--- config.mk ---
export PLATFORM = sky130hd
export DESIGN_NAME = st_stream_fifo_mon_flat
export DESIGN_NICKNAME = d
export VERILOG_FILES = /design/src/rtl/st_stream_fifo_mon_if.sv /design/src/rtl/st_stream_fifo_mon.sv /design/src/flat_wrapper.sv
export SDC_FILE = /design/constraint.sdc
export NUM_CORES = 1
export LEC_CHECK = 0
export CORE_MARGIN = 3
export CORE_UTILIZATION = 41
export CTS_CLUSTER_DIAMETER = 60
export DETAILED_ROUTE_END_ITERATION = 10
export PLACE_DENSITY = 0.69
export SETUP_SLACK_MARGIN = 0.5
export SLEW_MARGIN = 30
export SYNTH_ARGS = -nofsm -noshare
export SYNTH_HDL_FRONTEND = slang
export SYNTH_SLANG_ARGS = --single-unit
--- constraint.sdc ---
create_clock -name clk_100_clk -period 8.4 [get_ports clk_100_clk]
set_clock_uncertainty 0.1 [all_clocks]
set_input_delay 0.84 -clock clk_100_clk [delete_from_list [all_inputs] [get_ports clk_100_clk]]
set_output_delay 0.84 -clock clk_100_clk [all_outputs]
set_load 0.05 [all_outputs]
--- src/rtl/st_stream_fifo_mon_if.sv ---
// rtl/st_stream_fifo_mon_if.sv - data/valid/ready stream bundle for st_stream_fifo_mon
interface st_stream_fifo_mon_if #(
  parameter int DATA_W = 32
);
  logic [DATA_W-1:0] data;
  logic              valid;
  logic              ready;

  modport master (output data, output valid, input ready);
  modport slave  (input data, input valid, output ready);
endinterface

--- src/rtl/st_stream_fifo_mon.sv ---
// rtl/st_stream_fifo_mon.sv - FWFT stream FIFO with word count, checksum and LED status
// Sits between the mSGDMA stream source and a downstream consumer.
module st_stream_fifo_mon #(
  parameter int DATA_W   = 32,
  parameter int DEPTH    = 16,
  parameter int AFULL_TH = 14,
  parameter int HB_DIV   = 26
) (
  input  logic                    clk_100_clk,
  input  logic                    reset_reset_n,
  st_stream_fifo_mon_if.slave     snk,
  st_stream_fifo_mon_if.master    src,
  input  logic                    clr,
  output logic [31:0]             word_count,
  output logic [DATA_W-1:0]       checksum,
  output logic [$clog2(DEPTH):0]  fill_level,
  output logic                    almost_full,
  output logic [3:0]              led_export
);
  localparam int AW = $clog2(DEPTH);
  localparam int FW = AW + 1;
  localparam logic [FW-1:0] DEPTH_F = FW'(DEPTH);
  localparam logic [FW-1:0] AFULL_F = FW'(AFULL_TH);

  logic [DATA_W-1:0] mem [DEPTH];
  logic [AW-1:0]     wr_ptr;
  logic [AW-1:0]     rd_ptr;
  logic [FW-1:0]     fill;
  logic [FW-1:0]     fill_next;
  logic              snk_ready_q;
  logic              not_empty;
  logic              push;
  logic              pop;
  logic              stall_q;
  logic              hb_q;
  logic [1:0]        led_lo_q;
  logic [HB_DIV-1:0] hb_cnt;

  assign not_empty = (fill != '0);
  assign push      = snk.valid && snk_ready_q;
  assign pop       = not_empty && src.ready;

  always_comb begin
    fill_next = fill;
    case ({push, pop})
      2'b10:   fill_next = fill + FW'(1);
      2'b01:   fill_next = fill - FW'(1);
      default: fill_next = fill;
    endcase
  end

  always_ff @(posedge clk_100_clk or negedge reset_reset_n) begin
    if (!reset_reset_n) begin
      wr_ptr      <= '0;
      rd_ptr      <= '0;
      fill        <= '0;
      snk_ready_q <= 1'b0;
    end else begin
      if (push) wr_ptr <= wr_ptr + AW'(1);
      if (pop)  rd_ptr <= rd_ptr + AW'(1);
      fill        <= fill_next;
      snk_ready_q <= (fill_next < DEPTH_F);
    end
  end

  // Storage needs no reset: the head is masked to zero whenever the FIFO is empty.
  always_ff @(posedge clk_100_clk) begin
    if (push) mem[wr_ptr] <= snk.data;
  end

  // clr wins over a same-cycle push so the statistics restart from a clean zero.
  always_ff @(posedge clk_100_clk or negedge reset_reset_n) begin
    if (!reset_reset_n) begin
      word_count <= '0;
      checksum   <= '0;
      stall_q    <= 1'b0;
    end else if (clr) begin
      word_count <= '0;
      checksum   <= '0;
      stall_q    <= 1'b0;
    end else begin
      if (push) begin
        if (word_count != 32'hFFFF_FFFF) word_count <= word_count + 32'd1;
        checksum <= checksum + snk.data;
      end
      if (snk.valid && !snk_ready_q) stall_q <= 1'b1;
    end
  end

  always_ff @(posedge clk_100_clk or negedge reset_reset_n) begin
    if (!reset_reset_n) begin
      hb_cnt   <= '0;
      hb_q     <= 1'b0;
      led_lo_q <= 2'b00;
    end else begin
      hb_cnt   <= hb_cnt + HB_DIV'(1);
      if (&hb_cnt) hb_q <= ~hb_q;
      led_lo_q <= {almost_full, not_empty};
    end
  end

  assign snk.ready   = snk_ready_q;
  assign src.valid   = not_empty;
  assign src.data    = not_empty ? mem[rd_ptr] : '0;
  assign fill_level  = fill;
  assign almost_full = (fill >= AFULL_F);
  assign led_export  = {hb_q, stall_q, led_lo_q};
endmodule

--- src/flat_wrapper.sv ---
// flat-port wrapper written by rule: the top's interface ports become plain ports
module st_stream_fifo_mon_flat 
#(
  parameter int DATA_W   = 32,
  parameter int DEPTH    = 16,
  parameter int AFULL_TH = 14,
  parameter int HB_DIV   = 26
)
  (clk_100_clk, reset_reset_n, clr, word_count, checksum, fill_level, almost_full, led_export, snk_data, snk_valid, snk_ready, src_data, src_valid, src_ready);
  st_stream_fifo_mon_if #(.DATA_W(DATA_W)) snk_i ();
  st_stream_fifo_mon_if #(.DATA_W(DATA_W)) src_i ();
  input  logic clk_100_clk;
  input  logic reset_reset_n;
  input  logic clr;
  output logic [31:0] word_count;
  output logic [DATA_W-1:0] checksum;
  output logic [$clog2(DEPTH):0] fill_level;
  output logic almost_full;
  output logic [3:0] led_export;
  input wire logic [$bits(snk_i.data)-1:0] snk_data;
  input wire logic [$bits(snk_i.valid)-1:0] snk_valid;
  output wire logic [$bits(snk_i.ready)-1:0] snk_ready;
  output wire logic [$bits(src_i.data)-1:0] src_data;
  output wire logic [$bits(src_i.valid)-1:0] src_valid;
  input wire logic [$bits(src_i.ready)-1:0] src_ready;
  assign snk_i.data = snk_data;
  assign snk_i.valid = snk_valid;
  assign snk_ready = snk_i.ready;
  assign src_data = src_i.data;
  assign src_valid = src_i.valid;
  assign src_i.ready = src_ready;
  st_stream_fifo_mon #(.DATA_W(DATA_W), .DEPTH(DEPTH), .AFULL_TH(AFULL_TH), .HB_DIV(HB_DIV)) u_core (.clk_100_clk(clk_100_clk), .reset_reset_n(reset_reset_n), .snk(snk_i), .src(src_i), .clr(clr), .word_count(word_count), .checksum(checksum), .fill_level(fill_level), .almost_full(almost_full), .led_export(led_export));
endmodule
After elaboration in Yosys (flattened, before gate mapping)
Memory sizes are Yosys's and may differ from the RTL's.
Cells that the tools add are included.
{"block": "word_totals", "mem_bits_ro": 0, "ram_bits": 512, "in_bits": 37, "latchBits": 0, "out_inout_bits": 108, "register_bits": 108, "wordCells": 45, "memories": 1}
{"block": "classes", "bitwise": 1, "mul": 0, "n_eq_ne": 3, "n_div": 0, "order_cmp": 2, "shifts": 0, "n_addsub": 7, "muxes": 11, "n_reduce_logical": 10}
{"memory": "u_core.mem", "words": 16, "width": 32, "read_ports": 1, "rd_clocked_by_memory_dff": 0, "write_ports": 1, "line": "st_stream_fifo_mon.sv:25", "text": "logic [DATA_W-1:0] mem [DEPTH];"}
{"operator": "two-way mux 32 bit", "count": 6}
{"operator": "adder 32 x 1 -> 32 bit, second input constant", "count": 1}
{"operator": "adder 32 bit", "count": 1}
{"operator": "!= test 32 bit, second input constant", "count": 1}
{"operator": "adder 26 x 1 -> 26 bit, second input constant", "count": 1}
{"operator": "AND reduction 26 bit", "count": 1}
{"operator": "case mux 5 bit (2 select lines)", "count": 1}
{"operator": "adder 4 x 1 -> 4 bit, second input constant", "count": 2}
{"operator": "nonzero test 2 bit", "count": 3}
{"operator": "adder 5 x 1 -> 5 bit, second input constant", "count": 1}
{"operator": ">= comparator 5 x 4 -> 1 bit, second input constant", "count": 1}
{"operator": "less-than comparator 5 bit, second input constant", "count": 1}
{"operator": "nonzero test 5 bit", "count": 1}
{"operator": "subtractor 5 x 1 -> 5 bit, second input constant", "count": 1}
{"operator": "two-way mux 1 bit", "count": 4}
{"operator": "logical AND 1 bit", "count": 3}
{"operator": "equality test 2 x 1 -> 1 bit, second input constant", "count": 1}
{"operator": "equality test 2 bit, second input constant", "count": 1}
{"operator": "AND reduction 2 bit", "count": 1}
{"operator": "zero test 1 bit", "count": 1}
{"operator": "inverter 1 bit", "count": 1}

Depth between registers and ports, before layout
Gate-level depths: netlist (run 1).
{"block": "depth", "depth_word": 5, "depth_mapped": 16, "mapped_depth_nobuf": 13}

Worst setup path after synthesis (run 1)
OpenSTA, ideal clock, no wires.
{"block": "synth_path", "path_type": "input port to flip-flop", "start": "input port snk_valid", "end": "memory u_core.mem[0][0], enable pin", "t_required_ns": 7.839, "arrival_ns": 3.955, "setup_ns": 0.461, "setup_slack_ns": 3.884, "path_buffers": 2, "cell_stages": 5, "cell_sequence": "and2_1 -> buf_1 -> clkbuf_1 -> nand2_1 -> nor3_1"}
{"block": "synth_between", "elab_chain_len": 3}
{"item": "start, declared", "line": "flat_wrapper.sv:21", "text": "input wire logic [$bits(snk_i.valid)-1:0] snk_valid;"}
{"item": "logical AND 1 bit", "line": "st_stream_fifo_mon.sv:40", "text": "assign push = snk.valid && snk_ready_q;"}
{"item": "two-way mux 1 bit", "line": "st_stream_fifo_mon.sv:68", "text": "if (push) mem[wr_ptr] <= snk.data;"}
{"item": "two-way mux 1 bit (implied by the code)", "line": "st_stream_fifo_mon.sv:68"}
{"item": "end, declared", "line": "st_stream_fifo_mon.sv:25"}
No other way between the ends.

Worst setup path after layout (run 1)
{"block": "layout_path", "start": "register u_core.rd_ptr[1]", "end": "output port src_data[1]"}
{"block": "layout_between", "elab_chain_len": 2}
{"item": "start, declared", "line": "st_stream_fifo_mon.sv:27", "text": "logic [AW-1:0] rd_ptr;"}
{"item": "start signal, assigned", "line": "st_stream_fifo_mon.sv:60", "text": "if (pop) rd_ptr <= rd_ptr + AW'(1);"}
{"item": "memory read (16 x 32 bit)"}
{"item": "two-way mux 32 bit", "line": "st_stream_fifo_mon.sv:104", "text": "assign src.data = not_empty ? mem[rd_ptr] : '0;"}
{"item": "end, declared", "line": "flat_wrapper.sv:23", "text": "output wire logic [$bits(src_i.data)-1:0] src_data;"}
No other way between the ends.

==> results of run 1 <==
routing by layer:
layer	up-vias	wire length (um)
met5	-	20
met4	2	1370
met3	88	5240
met2	553	29100
met1	7316	25800
li1	6078	-
where the power goes:
group / switching, mW / internal, mW / total, mW / leakage [nW]
clock network: 1.21 / 1.84 / 3.05 / 1.13
logic: 2.10 / 1.55 / 3.64 / 3.44
registers: 0.197 / 3.57 / 3.77 / 6.05
total: 3.50 / 6.96 / 10.5 / 10.6
layout by cell type, fill, tap and decap left out, drive strengths merged, types with 4 or more instances in the layout:
cell type,netlist,final
nor2b,38,38
nor2,74,74
buf,25,28
bufinv,0,7
o21ai,29,29
mux4,160,160
o211ai,5,5
nor3,15,15
o21bai,4,4
edfxtp,512,512
ha,42,42
nor4,4,4
nand2,87,87
xor2,45,45
clkdlybuf4s50,0,142
and3,10,10
nand4,13,13
dfrtp,108,108
clkinv,1,23
or3,4,4
xnor2,45,45
a21oi,60,60
nand3,39,39
mux2i,4,4
a21o,15,15
a211oi,4,4
inv,22,26
clkbuf,38,90
nand2b,6,6
cell type report:
cell class                 instances  share of cell area
antenna                            1           0.0000810
clock buffer                      90              0.0621
clock inverter                    36              0.0129
inverter                          23             0.00279
multi-input combinational        747               0.248
sequential                       620               0.585
tap                              837              0.0339
timing repair buffer             170              0.0545
flip-flops by register name, summed over array words and instances, names as in the netlist, named ones only:
register           cells
u_core.mem           512
u_core.checksum       32
u_core.word_count     32
u_core.hb_cnt         26
u_core.fill_level      4
u_core.rd_ptr          4
u_core.wr_ptr          4
u_core.led_lo_q        2
u_core.hb_q            1
u_core.snk.ready       1
u_core.stall_q         1
logic make-up (layout without fill, tap and decap cells):
family	after synthesis	in the layout	synth area share
simple gates	307	307	0.0608
flops	620	620	0.696
other cells	0	1	0
xor+xnor	90	90	0.0303
buf+inv	86	319	0.0134
fa+ha+maj	43	43	0.0210
compound gates	140	140	0.0371
mux	167	167	0.142
worst min path at each step:
stage,start,endpoint
after global routing,reset_reset_n,u_core.hb_cnt[10]$_DFF_PN0_
final,reset_reset_n,u_core.hb_cnt[5]$_DFF_PN0_
after detailed placement,u_core.hb_cnt[21]$_DFF_PN0_,u_core.hb_cnt[21]$_DFF_PN0_
after global placement,u_core.hb_cnt[21]$_DFF_PN0_,u_core.hb_cnt[21]$_DFF_PN0_
after floorplan,u_core.hb_cnt[21]$_DFF_PN0_,u_core.hb_cnt[21]$_DFF_PN0_
after CTS,reset_reset_n,u_core.led_lo_q[0]$_DFF_PN0_
metrics by stage:
| stage | power (mW) | setup slack (ns) |
|---|---|---|
| final | 10.5 | 3.18 |
| after CTS | 10.6 | 2.93 |
| after global placement | 7.46 | 3.59 |
| after detailed placement | 7.50 | 3.59 |
| after global routing | 10.9 | 3.02 |
| after floorplan | 6.38 | 3.88 |
==> impl_results.md, run 1 <==
- Status: complete, no violations
- Worst Hold Margin: 0.119 ns
- Final period utilization: 0.621
- Setup tns final: 0 ns
- Rows: slightly above 90
- Area Growth Syn to Fin: 18.9%
- CP Launch Type: register
- Initial antenna violation count: 1
- Setup violators final: 0
- Max-slew headroom: 0.350
- Max-cap violations: 0
- Fill cells: around 5000
- Placement Cell Area: 0.0285 mm^2
- Crit path buf inv count: 3
- Via count: 14037
- Synth cell count leaders: 512 x edfxtp_1, 160 x mux4_2, 108 x dfrtp_1
- Synth Cell Area: 0.0260 mm^2
- Clock root buffer: clkbuf_16
- Met1 usage: 0.262
- Final min period: 5.22 ns
- Met2 Use GR: 0.294
- Total gr overflow: 0
- Post-DP HPWL: 33.9 mm
- Die X: approximately 260 um
- Critical Path, Cell by Cell: buf_16 -> buf_4 -> mux4_2 -> mux4_2 -> nor2b_1 -> clkdlybuf4s50_1
- Critical path required time: 7.46 ns
- Core ar.: 0.0622 mm^2
- Slew Limit Fails: 0
- Worst Setup SP: u_core.rd_ptr[1]$_DFFE_PN0P_
- Routability-driven placement congestion ratio: around 0.8
- Slowest cell on crit path: buf_4
- Synth Flop Type: edfxtp_1
- Critical path capture point type: output pin
- Netlist cell types: 70
- Yosys Warn Count: 0
- Clk_lat worst skew: 0.60 ns
- Hold_buf cts: 0
- Critical R2R Launch: u_core.fill_level[1]$_DFFE_PN0N_
- Clock transition at path regs: 0.06 ns
- Worst Setup EP: src_data[1]
- Multi-input logic area: about 0.0077 mm^2
- Asr flop ratio synth: 0.174
- CTS-repair resized insts: 0
- GRT busiest layer: met2
- Type of the worst min-delay path: primary input to async pin
- Crit-path max cell delay: 0.79 ns
- Input/output buffers: 144
- Power per cell area: 339 mW/mm^2
- DR pass1 iterations: 5
- H-tree depth: 3
- Count of state elements after synthesis: 620
- Layout cells sized above 1: 0.206
- First-pass GRT wire length: between 90 and 100 mm
- P_leak: 10.6 nW
- Sequential share of the synthesized area: 0.696
- Kind of critical path: register to output pin
- Vias in the first global route: 14606
- Syn_area_per_cell: 17.9 um^2
- Met3 usage: 0.0459
- CP dominant cell by count: mux4_2
- EDFF count, synth: between 500 and 600
- Post-route ant nets: 0
- CP arrival: ~4.3 ns
- DRT Wirelength: 61.5 mm
- CTS tree: yes
- Iter 0 DRT Violations: 1175
- Placed insts: 2395
- Routed wire per std cell: 24.4 um
- Critical Path Stages: 6
- Reg2reg end: u_core.snk.ready$_DFF_PN0_
- Register area: 0.0181 mm^2
- RSZ-0062 raised after global routing: no
- Largest net degree at the start of global routing: 116
- CP delay by family, top: buffers and inverters
- Post-synth top area share: 0.592
- Final instance area: 0.0309 mm^2
- Die area: 0.0664 mm^2
- Hold Fails Final Rpt: 0
- Total global-route track usage: 0.188
- Clk sinks: 620
- Post-CTS Setup Bufs: 0
- Worst R2R Path Depth: 14
- Peak VDD IR: ~280 uV
- Syn Inst Count: 1453
- Num CTS Buffers: 69
- Most common cell in the netlist: edfxtp_1
- Clk buf depth: 3
- Vias per cell: 5.56
- # DRC: 0
- Fin nets: 1711
- Final core occ: 0.497
- Die Ht: 258 um
- F_max: 192 MHz
- Mapped Nets: 1533
- Fin cells: roughly 2500
- Maximum fanout along the worst path: 67
- Worst-margin pin slew: between 0.9 and 1 ns
- Top cell type by total area after synthesis: edfxtp_1
- Starting Density: 0.418
- FF-to-FF setup slack: 4.53 ns
- Largest cells by area after synthesis: edfxtp_1 59%, mux4_2 14%, dfrtp_1 10%
- Ports: between 100 and 150
Note: power is estimated with default switching activity, not from simulation.
==> run 2, diff against run 1 <==
PLACE_DENSITY = 0.71   (was 0.69)
clock period = 4.2 ns   (was 8.4 ns; I/O delays follow)
==> run 2 against run 1 <==
Net effect: global-route usage rose by 0.46 points; via count rose by 1.3%; routed wire length rose by 3.7%; first-iteration DRC count rose by 10%; clock-buffer cell count rose by 2; clock power rose by 75%; flip-flop and latch count did not move; critical path depth rose by 1; die area did not move; hold slack improved by 0.025 ns; utilization rose by 0.51 points; combinational power rose by 110%; largest cell class unchanged.
==> impl_results.md, run 2 (same netlist as run 1, synthesis figures left out) <==
- Clk sinks: 620 (unchanged)
- Fill cells: 4994 (-2.9%)
- DRT Wirelength: 63.8 mm (+3.7%)
- Routability-driven placement congestion ratio: 0.835 (+6.3%)
- Clock root buffer: clkbuf_16
- F_max: 275 MHz
- RSZ-0062 raised after global routing: no
- Setup violators final: 0 (unchanged)
- CP Launch Type: register
- H-tree depth: 3 (unchanged)
- Status: complete, no violations
- Vias in the first global route: 14796 (+1.3%)
- Die Ht: 258 um (unchanged)
- CP arrival: 3.11 ns (-1.17 ns)
- CP delay by family, top: multiplexers
- Kind of critical path: register to output pin
- # DRC: 0 (unchanged)
- First-pass GRT wire length: 95.3 mm (+2.3%)
- Final period utilization: 0.864
- Hold Fails Final Rpt: 0 (unchanged)
- Slew Limit Fails: 0 (unchanged)
- Regs by FF count: u_core.mem (512), u_core.checksum (32), u_core.word_count (32)
- Most frequent cells in the layout: 512 x edfxtp_1, 160 x mux4_2, 110 x clkdlybuf4s50_1
- Critical R2R Launch: u_core.fill_level[1]$_DFFE_PN0N_
- Critical Path, Cell by Cell: buf_6 -> buf_12 -> buf_12 -> mux4_2 -> mux4_2 -> nor2b_1 -> dlygate4sd2_1
- Core ar.: 0.0622 mm^2 (unchanged)
- Post-DP HPWL: 38.3 mm (+13%)
- Maximum fanout along the worst path: 6 (-91%)
- Power per cell area: 659 mW/mm^2 (+95%)
- Die X: 258 um (unchanged)
- Max-cap violations: 0 (unchanged)
- Final instance area: 0.0312 mm^2 (+1.0%)
- Area Growth Syn to Fin: 20.2%
- Critical path capture point type: output pin
- Placement Cell Area: 0.0290 mm^2 (+1.6%)
- DR pass1 iterations: 5 (unchanged)
- Clock transition at path regs: 0.06 ns (about the same)
- Post-route ant nets: 0 (unchanged)
- Peak VDD IR: 488 uV (+76%)
- Initial antenna violation count: 4 (+3)
- Rows: 91 (unchanged)
- Type of the worst min-delay path: primary input to async pin
- Max-slew headroom: 0.400 (+0.0501)
- Largest net degree at the start of global routing: 62 (-47%)
- Slowest cell on crit path: mux4_2
- Crit-path max cell delay: 0.52 ns (-0.27 ns)
- Worst R2R Path Depth: 14 (unchanged)
- Routed wire per std cell: 24.9 um (+1.9%)
- CTS tree: yes
- Biggest register: u_core.mem
- Critical path required time: 3.68 ns (-3.78 ns)
- Total global-route track usage: 0.193 (+0.00461)
- Clk_lat worst skew: 0.59 ns (about the same)
- Starting Density: 0.418 (unchanged)
- Crit path buf inv count: 4 (+1)
- Setup tns final: 0 ns (unchanged)
- Via count: 14219 (+1.3%)
- Total gr overflow: 0 (unchanged)
- Reg2reg end: u_core.snk.ready$_DFF_PN0_
- Die area: 0.0664 mm^2 (unchanged)
- FF-to-FF setup slack: 0.90 ns (-3.63 ns)
- Final min period: 3.63 ns
- Layout cells sized above 1: 0.229 (+0.0222)
- P_leak: 10.9 nW (+2.2%)
- Vias per cell: 5.54 (-0.40%)
- Input/output buffers: 144 (unchanged)
- Num CTS Buffers: 66 (-4.3%)
- Max FFs per register: 512 (unchanged)
- Iter 0 DRT Violations: 1297 (+10%)
- Worst-margin pin slew: 0.900 ns (-0.0752 ns)
- Worst Hold Margin: 0.144 ns (+0.0252 ns)
- Ports: 145 (unchanged)
- Fin nets: 1761 (+2.9%)
- Clk buf depth: 3 (unchanged)
- Most common cell after layout, fill and taps aside: edfxtp_1
==> run 2: changes by cell type in the layout (fill, tap and decap cells not counted), sizes merged <==
cell           delta
clkinv            -4
bufinv            -7
clkdlybuf4s50    -32
diode             +1
dlygate4sd2      +18
dlygate4sd3       +1
inv               +1
buf              +63
clkinvlp          -3
clkbuf            +5
==> run 2: worst max path at each step <==
| stage | from | to | slack (ns) | cells past startpoint |
|---|---|---|---|---|
| global placement | snk_data[13] | u_core.checksum[31]$_DFFE_PN0P_ | 0.66 | 10 |
| global route | u_core.rd_ptr[0]$_DFFE_PN0P_ | src_data[29] | 0.51 | 7 |
| finish | u_core.rd_ptr[0]$_DFFE_PN0P_ | src_data[29] | 0.57 | 7 |
| CTS | u_core.rd_ptr[0]$_DFFE_PN0P_ | src_data[2] | 0.47 | 8 |
| floorplan | u_core.fill_level[1]$_DFFE_PN0N_ | u_core.snk.ready$_DFF_PN0_ | 0.65 | 16 |
| detailed placement | snk_data[13] | u_core.checksum[31]$_DFFE_PN0P_ | 0.56 | 10 |
==> run 2: metrics by stage <==
stage | power (mW) | utilization | std cells | setup slack, ns
floorplan | 12.8 | - | 1453 | 0.655
global placement | 15.1 | 0.466 | 2435 | 0.658
detailed placement | 15.2 | 0.466 | 2435 | 0.562
CTS | 20.7 | 0.501 | 2562 | 0.474
global route | 21.5 | 0.502 | 2566 | 0.509
finish | 20.6 | 0.502 | 2567 | 0.570
==> run 2: power breakdown <==
part	switching, mW	internal [mW]	total (mW)
registers	0.447	7.14	7.59
logic	4.39	3.25	7.64
clock network	2.32	3.03	5.35
total	7.15	13.4	20.6
==> run 2: cell type report <==
| class | count | area, um^2 | share of cell area |
|---|---|---|---|
| inverter | 23 | 86.3 | 0.00277 |
| tap | 837 | 1050 | 0.0335 |
| timing repair buffer | 223 | 2320 | 0.0744 |
| antenna | 2 | 5.00 | 0.000160 |
| multi-input combinational | 747 | 7700 | 0.247 |
| clock inverter | 23 | 164 | 0.00525 |
| sequential | 620 | 18100 | 0.579 |
| clock buffer | 92 | 1810 | 0.0579 |
==> run 2: routing by layer <==
layer / vias up / GRT usage / wire length [um]
li1: 6162 / - / -
met1: 7377 / 0.260 / 26300
met2: 560 / 0.303 / 30300
met3: 118 / 0.0512 / 5240
met4: 2 / 0.0698 / 1940
met5: - / 0 / 9
==> run 2: what timing repair did <==
action / in CTS / in global routing
setup buffers: 9 / 0
hold buffers: 1 / 0
pin swaps: 0 / 0
cloned: 2 / 2
gates resized for setup: 29 / 7
setup endpoints to repair: 31 / 13
hold endpoints to repair: 59 / 0
